### src/rtl/rominit_stream.sv
// ROM download manager: decodes ioctl bytes into address regions, packs them into
// little-endian words and streams the words out through a small show-ahead FIFO.
module rominit_stream #(
  parameter int                    NUM_REG    = 3,
  parameter logic [6*NUM_REG-1:0]  REG_MENU   = {6'd1, 6'd0, 6'd0},
  parameter logic [27*NUM_REG-1:0] REG_BASE   = {27'h0, 27'h1000, 27'h0},
  parameter logic [27*NUM_REG-1:0] REG_SIZE   = {27'h20000, 27'h400, 27'h1000},
  parameter int                    ADDR_W     = 17,
  parameter int                    WORD_BYTES = 1,
  parameter int                    FIFO_DEPTH = 4
) (
  input  logic                    CLK_SYS,
  input  logic                    RESET,
  input  logic                    IOCTL_DOWNLOAD,
  input  logic [15:0]             IOCTL_INDEX,
  input  logic                    IOCTL_WR,
  input  logic [26:0]             IOCTL_ADDR,
  input  logic [7:0]              IOCTL_DOUT,
  output logic                    IOCTL_WAIT,
  output logic [NUM_REG-1:0]      ROMINIT_SEL,
  output logic [ADDR_W-1:0]       ROMINIT_ADDR,
  output logic [8*WORD_BYTES-1:0] ROMINIT_DATA,
  output logic [WORD_BYTES-1:0]   ROMINIT_BE,
  output logic                    ROMINIT_VALID,
  input  logic                    ROMINIT_READY,
  output logic                    ROMINIT_ACTIVE,
  output logic                    ROMINIT_DONE,
  output logic [26:0]             LOAD_SIZE
);

  localparam int DW    = 8 * WORD_BYTES;
  localparam int PTR_W = $clog2(FIFO_DEPTH);
  localparam int CNT_W = PTR_W + 1;
  localparam logic [ADDR_W-1:0] LANE_MASK = ADDR_W'(WORD_BYTES - 1);
  localparam logic [26:0]       SIZE_MAX  = 27'h7FFFFFF;

  typedef enum logic [2:0] {S_IDLE, S_LOAD, S_FLUSH, S_DRAIN, S_DONE} state_t;

  function automatic logic [26:0] sat_inc(input logic [26:0] v);
    return (v == SIZE_MAX) ? v : v + 27'd1;
  endfunction

  state_t              state_q, state_d;
  logic [26:0]         load_size_q, load_size_d;
  logic                wait_q, wait_d;
  logic [DW-1:0]       pack_data_q, pack_data_d;
  logic [WORD_BYTES-1:0] pack_be_q, pack_be_d;
  logic [NUM_REG-1:0]  pack_sel_q, pack_sel_d;
  logic [ADDR_W-1:0]   pack_addr_q, pack_addr_d;
  logic [PTR_W-1:0]    wr_ptr_q, wr_ptr_d, rd_ptr_q, rd_ptr_d;
  logic [CNT_W-1:0]    count_q, count_d, free_next;

  logic [DW-1:0]         mem_data_q [FIFO_DEPTH];
  logic [WORD_BYTES-1:0] mem_be_q   [FIFO_DEPTH];
  logic [NUM_REG-1:0]    mem_sel_q  [FIFO_DEPTH];
  logic [ADDR_W-1:0]     mem_addr_q [FIFO_DEPTH];

  logic                hit, accept, take, pack_busy, mismatch, push, pop, fifo_vld;
  logic [NUM_REG-1:0]  hit_sel;
  logic [ADDR_W-1:0]   rel_addr, lane_bits, word_addr;
  logic [27:0]         base, lim;
  logic                unused_idx;

  assign unused_idx = ^IOCTL_INDEX[15:6];

  // Region decode: iterate downwards so the lowest matching region wins.
  always_comb begin
    hit      = 1'b0;
    hit_sel  = '0;
    rel_addr = '0;
    base     = '0;
    lim      = '0;
    for (int i = NUM_REG - 1; i >= 0; i--) begin
      base = {1'b0, REG_BASE[27*i +: 27]};
      lim  = base + {1'b0, REG_SIZE[27*i +: 27]};
      if (IOCTL_INDEX[5:0] == REG_MENU[6*i +: 6] &&
          {1'b0, IOCTL_ADDR} >= base && {1'b0, IOCTL_ADDR} < lim) begin
        hit        = 1'b1;
        hit_sel    = '0;
        hit_sel[i] = 1'b1;
        rel_addr   = ADDR_W'(IOCTL_ADDR - REG_BASE[27*i +: 27]);
      end
    end
  end

  assign lane_bits = rel_addr & LANE_MASK;
  assign word_addr = rel_addr & ~LANE_MASK;
  assign accept    = IOCTL_DOWNLOAD & IOCTL_WR & (state_q == S_LOAD);
  assign take      = accept & hit;
  assign pack_busy = |pack_be_q;
  assign mismatch  = pack_busy && (hit_sel != pack_sel_q || word_addr != pack_addr_q);
  // A held word leaves the pack register one cycle after its top lane is written,
  // when a byte for a different word arrives, or during FLUSH.
  assign push = pack_busy &&
                (pack_be_q[WORD_BYTES-1] || (take && mismatch) || state_q == S_FLUSH);
  assign fifo_vld = (count_q != '0);
  assign pop      = fifo_vld & ROMINIT_READY;

  always_comb begin
    pack_data_d = pack_data_q;
    pack_be_d   = pack_be_q;
    pack_sel_d  = pack_sel_q;
    pack_addr_d = pack_addr_q;
    if (push || state_q == S_IDLE) pack_be_d = '0;
    if (take) begin
      if (push || !pack_busy) begin
        pack_data_d = '0;
        pack_be_d   = '0;
      end
      for (int b = 0; b < WORD_BYTES; b++) begin
        if (lane_bits == ADDR_W'(b)) begin
          pack_data_d[8*b +: 8] = IOCTL_DOUT;
          pack_be_d[b]          = 1'b1;
        end
      end
      pack_sel_d  = hit_sel;
      pack_addr_d = word_addr;
    end
  end

  always_comb begin
    state_d = state_q;
    unique case (state_q)
      S_IDLE:  if (IOCTL_DOWNLOAD) state_d = S_LOAD;
      S_LOAD:  if (!IOCTL_DOWNLOAD) state_d = S_FLUSH;
      S_FLUSH: state_d = S_DRAIN;
      S_DRAIN: if (count_q == '0 && !pack_busy) state_d = S_DONE;
      S_DONE:  state_d = S_IDLE;
      default: state_d = S_IDLE;
    endcase

    load_size_d = load_size_q;
    if (state_q == S_IDLE && state_d == S_LOAD) load_size_d = '0;
    else if (accept)                            load_size_d = sat_inc(load_size_q);

    wr_ptr_d  = wr_ptr_q + PTR_W'(push);
    rd_ptr_d  = rd_ptr_q + PTR_W'(pop);
    count_d   = count_q + CNT_W'(push) - CNT_W'(pop);
    free_next = CNT_W'(FIFO_DEPTH) - count_d;
    // Two spare slots cover one byte already in flight plus one forced push.
    wait_d    = (free_next <= CNT_W'(2)) &&
                (state_d == S_LOAD || state_d == S_FLUSH || state_d == S_DRAIN);
  end

  always_ff @(posedge CLK_SYS) begin
    if (RESET) begin
      state_q     <= S_IDLE;
      load_size_q <= '0;
      wait_q      <= 1'b0;
      pack_be_q   <= '0;
      wr_ptr_q    <= '0;
      rd_ptr_q    <= '0;
      count_q     <= '0;
    end else begin
      state_q     <= state_d;
      load_size_q <= load_size_d;
      wait_q      <= wait_d;
      pack_be_q   <= pack_be_d;
      wr_ptr_q    <= wr_ptr_d;
      rd_ptr_q    <= rd_ptr_d;
      count_q     <= count_d;
    end
  end

  // Payload storage carries no reset; the outputs are masked while the FIFO is empty.
  always_ff @(posedge CLK_SYS) begin
    pack_data_q <= pack_data_d;
    pack_sel_q  <= pack_sel_d;
    pack_addr_q <= pack_addr_d;
    if (push) begin
      mem_data_q[wr_ptr_q] <= pack_data_q;
      mem_be_q[wr_ptr_q]   <= pack_be_q;
      mem_sel_q[wr_ptr_q]  <= pack_sel_q;
      mem_addr_q[wr_ptr_q] <= pack_addr_q;
    end
  end

  a_no_overflow: assert property (@(posedge CLK_SYS) disable iff (RESET)
    !(push && !pop && count_q == CNT_W'(FIFO_DEPTH)));

  assign IOCTL_WAIT     = wait_q;
  assign ROMINIT_VALID  = fifo_vld;
  assign ROMINIT_DATA   = fifo_vld ? mem_data_q[rd_ptr_q] : '0;
  assign ROMINIT_BE     = fifo_vld ? mem_be_q[rd_ptr_q]   : '0;
  assign ROMINIT_SEL    = fifo_vld ? mem_sel_q[rd_ptr_q]  : '0;
  assign ROMINIT_ADDR   = fifo_vld ? mem_addr_q[rd_ptr_q] : '0;
  assign ROMINIT_ACTIVE = (state_q != S_IDLE);
  assign ROMINIT_DONE   = (state_q == S_DONE);
  assign LOAD_SIZE      = load_size_q;

endmodule

### config.mk
export PLATFORM = sky130hd
export DESIGN_NAME = rominit_stream
export DESIGN_NICKNAME = d
export VERILOG_FILES = /design/src/rtl/rominit_stream.sv
export SDC_FILE = /design/constraint.sdc
export NUM_CORES = 1
export LEC_CHECK = 0
export BUFFER_PORTS_ARGS = -buffer_cell sky130_fd_sc_hd__buf_4
export CAP_MARGIN = 20
export CORE_MARGIN = 8
export CORE_UTILIZATION = 27
export CTS_CLUSTER_SIZE = 12
export DETAILED_ROUTE_END_ITERATION = 8
export PLACE_DENSITY = 0.51
export SYNTH_ARGS = -nofsm -noshare
export SYNTH_HDL_FRONTEND = slang
export SYNTH_SLANG_ARGS = --single-unit
export TNS_END_PERCENT = 1
### constraint.sdc
create_clock -name CLK_SYS -period 5.2 [get_ports CLK_SYS]
set_input_delay 1.04 -clock CLK_SYS [delete_from_list [all_inputs] [get_ports CLK_SYS]]
set_output_delay 1.04 -clock CLK_SYS [all_outputs]
set_load 0.05 [all_outputs]
==> impl_metrics.json <==
{
  "drt_iter0_drc": 220,
  "seqPwrFrac": 0.381,
  "detail_route.first_pass.iterations": 4,
  "coreArea_sq_mm": 0.0269,
  "netlist_area_sq_mm": 0.00736,
  "area_growth_pct": 25.4,
  "outcome": "complete, no violations",
  "portBuffers": 105,
  "switching_share": 0.378,
  "p_switching_mw": 1.63,
  "clock_path_buffers": 2,
  "synth-xor-area-share": 0.0286,
  "required_ns": 4.16,
  "fin_crit_sh": 0.704,
  "syn_area_per_cell_sq_um": 15.5,
  "drtAntennaViolNets": 0,
  "drc_errors": 0,
  "path_class": "reg2out",
  "start_util": 0.274,
  "combPwrFrac": 0.324,
  "clock_tree.root_cell": "clkbuf_16",
  "synthCells": 474,
  "fin_cells": 944,
  "synth_cell_types": 39,
  "rr_startpoint": "pack_be_q$_SDFFE_PP0P_",
  "track_usage": 0.103,
  "dr_total_vias": 4337,
  "period_minus_slack_ns": 3.66,
  "antenna_found_initial": 0,
  "cts_buffers": 17,
  "cts_setup_buffers": 0,
  "r2r_setup_slack_ns": 2.85,
  "p_clk_frac": 0.294,
  "setup_viol": 0,
  "cp-startpoint": "rd_ptr_q[0]$_SDFF_PP0_",
  "max_freq_mhz": 273,
  "hold_buffers": 0,
  "hold_start": "pack_addr_q[11]$_DFFE_PP_",
  "leakagePower_nw": 3.14,
  "synthMuxAreaShare": 0.0902,
  "synth_warnings": 0,
  "cts-resized-gates": 0,
  "p_int_mw": 2.69,
  "num_rows": 60,
  "hold_viol_final": 0,
  "yosys.area_share.simple": 0.115,
  "hold-path-endpoint": "mem_addr_q[2][11]$_DFFE_PP_",
  "io_pins": 116,
  "dieArea_sq_mm": 0.0328,
  "drv_slew": 0,
  "synth_top_area_frac": 0.588,
  "grt_first_pass_wirelength_um": 26400,
  "max-vdd-ir-drop_mv": 0.225,
  "clkTransAtPathRegs_ns": 0.07,
  "placed_cells": 911,
  "overflow": 0,
  "via_per_inst": 4.59,
  "yosysTopAreaCell": "edfxtp_1",
  "synth_compound_area_frac": 0.0369,
  "die_h_um": 181,
  "fin_util": 0.343,
  "synth_seq_cells": 183,
  "drive_gt1_frac": 0.310,
  "cp-end-kind": "output pin",
  "final_cell_mix": "edfxtp_1 (144), buf_4 (113), dfxtp_1 (38)",
  "routed_wl_um": 16700,
  "syn_nets": 539,
  "worstRegToRegCells": 9,
  "hpwl_um": 11400,
  "crit_arrival_ns": 2.62,
  "grt_max_degree": 33,
  "synth_top_cells_by_area": "edfxtp_1 (59%), dfxtp_1 (11%), mux4_2 (8.9%), xnor2_1 (2.9%), nor2b_1 (2.7%)",
  "critPathLaunchType": "register",
  "wl_per_cell_um": 17.7,
  "cts_tree": "yes",
  "die_w_um": 181,
  "rsz0062_at_grt": "false",
  "fin_skew_ns": 0.0132,
  "hold_class": "reg2reg",
  "finalWeightedCongestion": 0.825,
  "tightest_slew_ns": 0.996,
  "insertion_delay_ns": 0.42,
  "p_per_area_mw_per_mm2": 468,
  "regToRegEndpoint": "IOCTL_WAIT$_SDFF_PP0_",
  "yosys.area_share.adder": 0.0163,
  "nets": 655,
  "cts_sinks": 183,
  "cap_viol_max_count": 0,
  "htreeDepth": 4,
  "n_antenna_cell": 0,
  "worst-path-max-fanout": 25,
  "final_common_cell": "edfxtp_1",
  "yosysSeqAreaShare": 0.694,
  "setup_tns_ns": 0,
  "synth_top_family_by_area": "simple AND/OR/NAND/NOR gates",
  "maxSlewHeadroom": 0.336,
  "hold_depth": 0,
  "first_global_vias": 4721
}
[power by group through the flow]
stage	Combinational, mW	Sequential, mW	Clock [mW]
finish	1.40	1.65	1.27
global route	1.48	1.66	1.37
CTS	1.43	1.65	1.30
detailed placement	1.42	1.69	0
global placement	1.42	1.68	0
floorplan	1.03	1.62	0
[worst max path at each step]
| stage | end | slack, ns | cells after the start |
|---|---|---|---|
| after CTS | ROMINIT_ADDR[3] | 1.43 | 4 |
| after floorplan | pack_addr_q[0]$_DFFE_PP_ | 1.00 | 4 |
| after global routing | ROMINIT_ADDR[3] | 1.32 | 4 |
| final | ROMINIT_ADDR[3] | 1.54 | 4 |
| after global placement | ROMINIT_DATA[5] | 1.92 | 4 |
| after detailed placement | ROMINIT_ADDR[3] | 1.90 | 4 |
[stage by stage]
| stage | power, mW | worst slack [ns] | hold WS [ns] | instance area [sq um] |
|---|---|---|---|---|
| floorplan | 2.65 | 1.00 | 0.459 | 7360 |
| global placement | 3.10 | 1.92 | 0.468 | 8590 |
| detailed placement | 3.11 | 1.90 | 0.483 | 8610 |
| CTS | 4.38 | 1.43 | 0.502 | 9210 |
| global route | 4.51 | 1.32 | 0.526 | 9220 |
| finish | 4.32 | 1.54 | 0.497 | 9220 |
[cells by family (layout without fill, tap and decap cells)]
family                   Yosys count  in the layout
XOR/XNOR                          24             24
flip-flops                       183            183
multiplexers                      30             30
adder cells (fa/ha/maj)            9              9
AND/OR/NAND/NOR                  153            153
buffers and inverters             36            165
AO/OA/AOI/OAI                     39             39
[routing by layer]
| layer | wire length, um | up-vias | part of all wire | GRT usage |
|---|---|---|---|---|
| met5 | 0 | - | 0 | 0 |
| met3 | 1240 | 8 | 0.074 | 0.0447 |
| li1 | - | 2041 | - | - |
| met4 | 87 | 0 | 0.0052 | 0.0197 |
| met2 | 8080 | 119 | 0.48 | 0.171 |
| met1 | 7320 | 2169 | 0.44 | 0.124 |
[cells in the mapped netlist (all sizes together)]
cell	number
or4	3
nand4	12
nor2b	32
nand3	9
a21oi	10
mux2i	1
edfxtp	144
nor4	7
xnor2	24
a2111oi	5
nand2	14
or4b	1
a211oi	11
and3	3
o21bai	1
a22oi	1
inv	17
o21ai	4
and4	6
nor3	9
o31ai	2
or3	4
a311oi	1
fa	1
and2	14
nor2	36
clkbuf	14
nor3b	2
o32ai	1
a41o	1
buf	5
dfxtp	39
a22o	2
ha	8
and4bb	1
mux4	29
[cell type report]
cell class	count	area (sq um)
inverter	17	63.8
clock buffer	17	425
clock inverter	15	169
tap	341	427
sequential	183	5110
multi-input combinational	255	2150
fill	2614	17700
timing repair buffer	116	886
[flip-flops by register name, summed over array words and instances, names as in the netlist]
signal and flops:
mem_be_q 4, state_q 3, IOCTL_WAIT 1, count_q 3, pack_sel_q 3, pack_addr_q 17
wr_ptr_q 2, mem_data_q 32, pack_data_q 8, mem_addr_q 68, pack_be_q 1, LOAD_SIZE 27
mem_sel_q 12, rd_ptr_q 2
[worst max-delay path, stage by stage (launching register included)]
cell and delay [ns]:
dfxtp_2 0.99, buf_4 0.33, mux4_2 0.51, nor2b_1 0.14, buf_4 0.20
(Power assumes the default switching activity.)
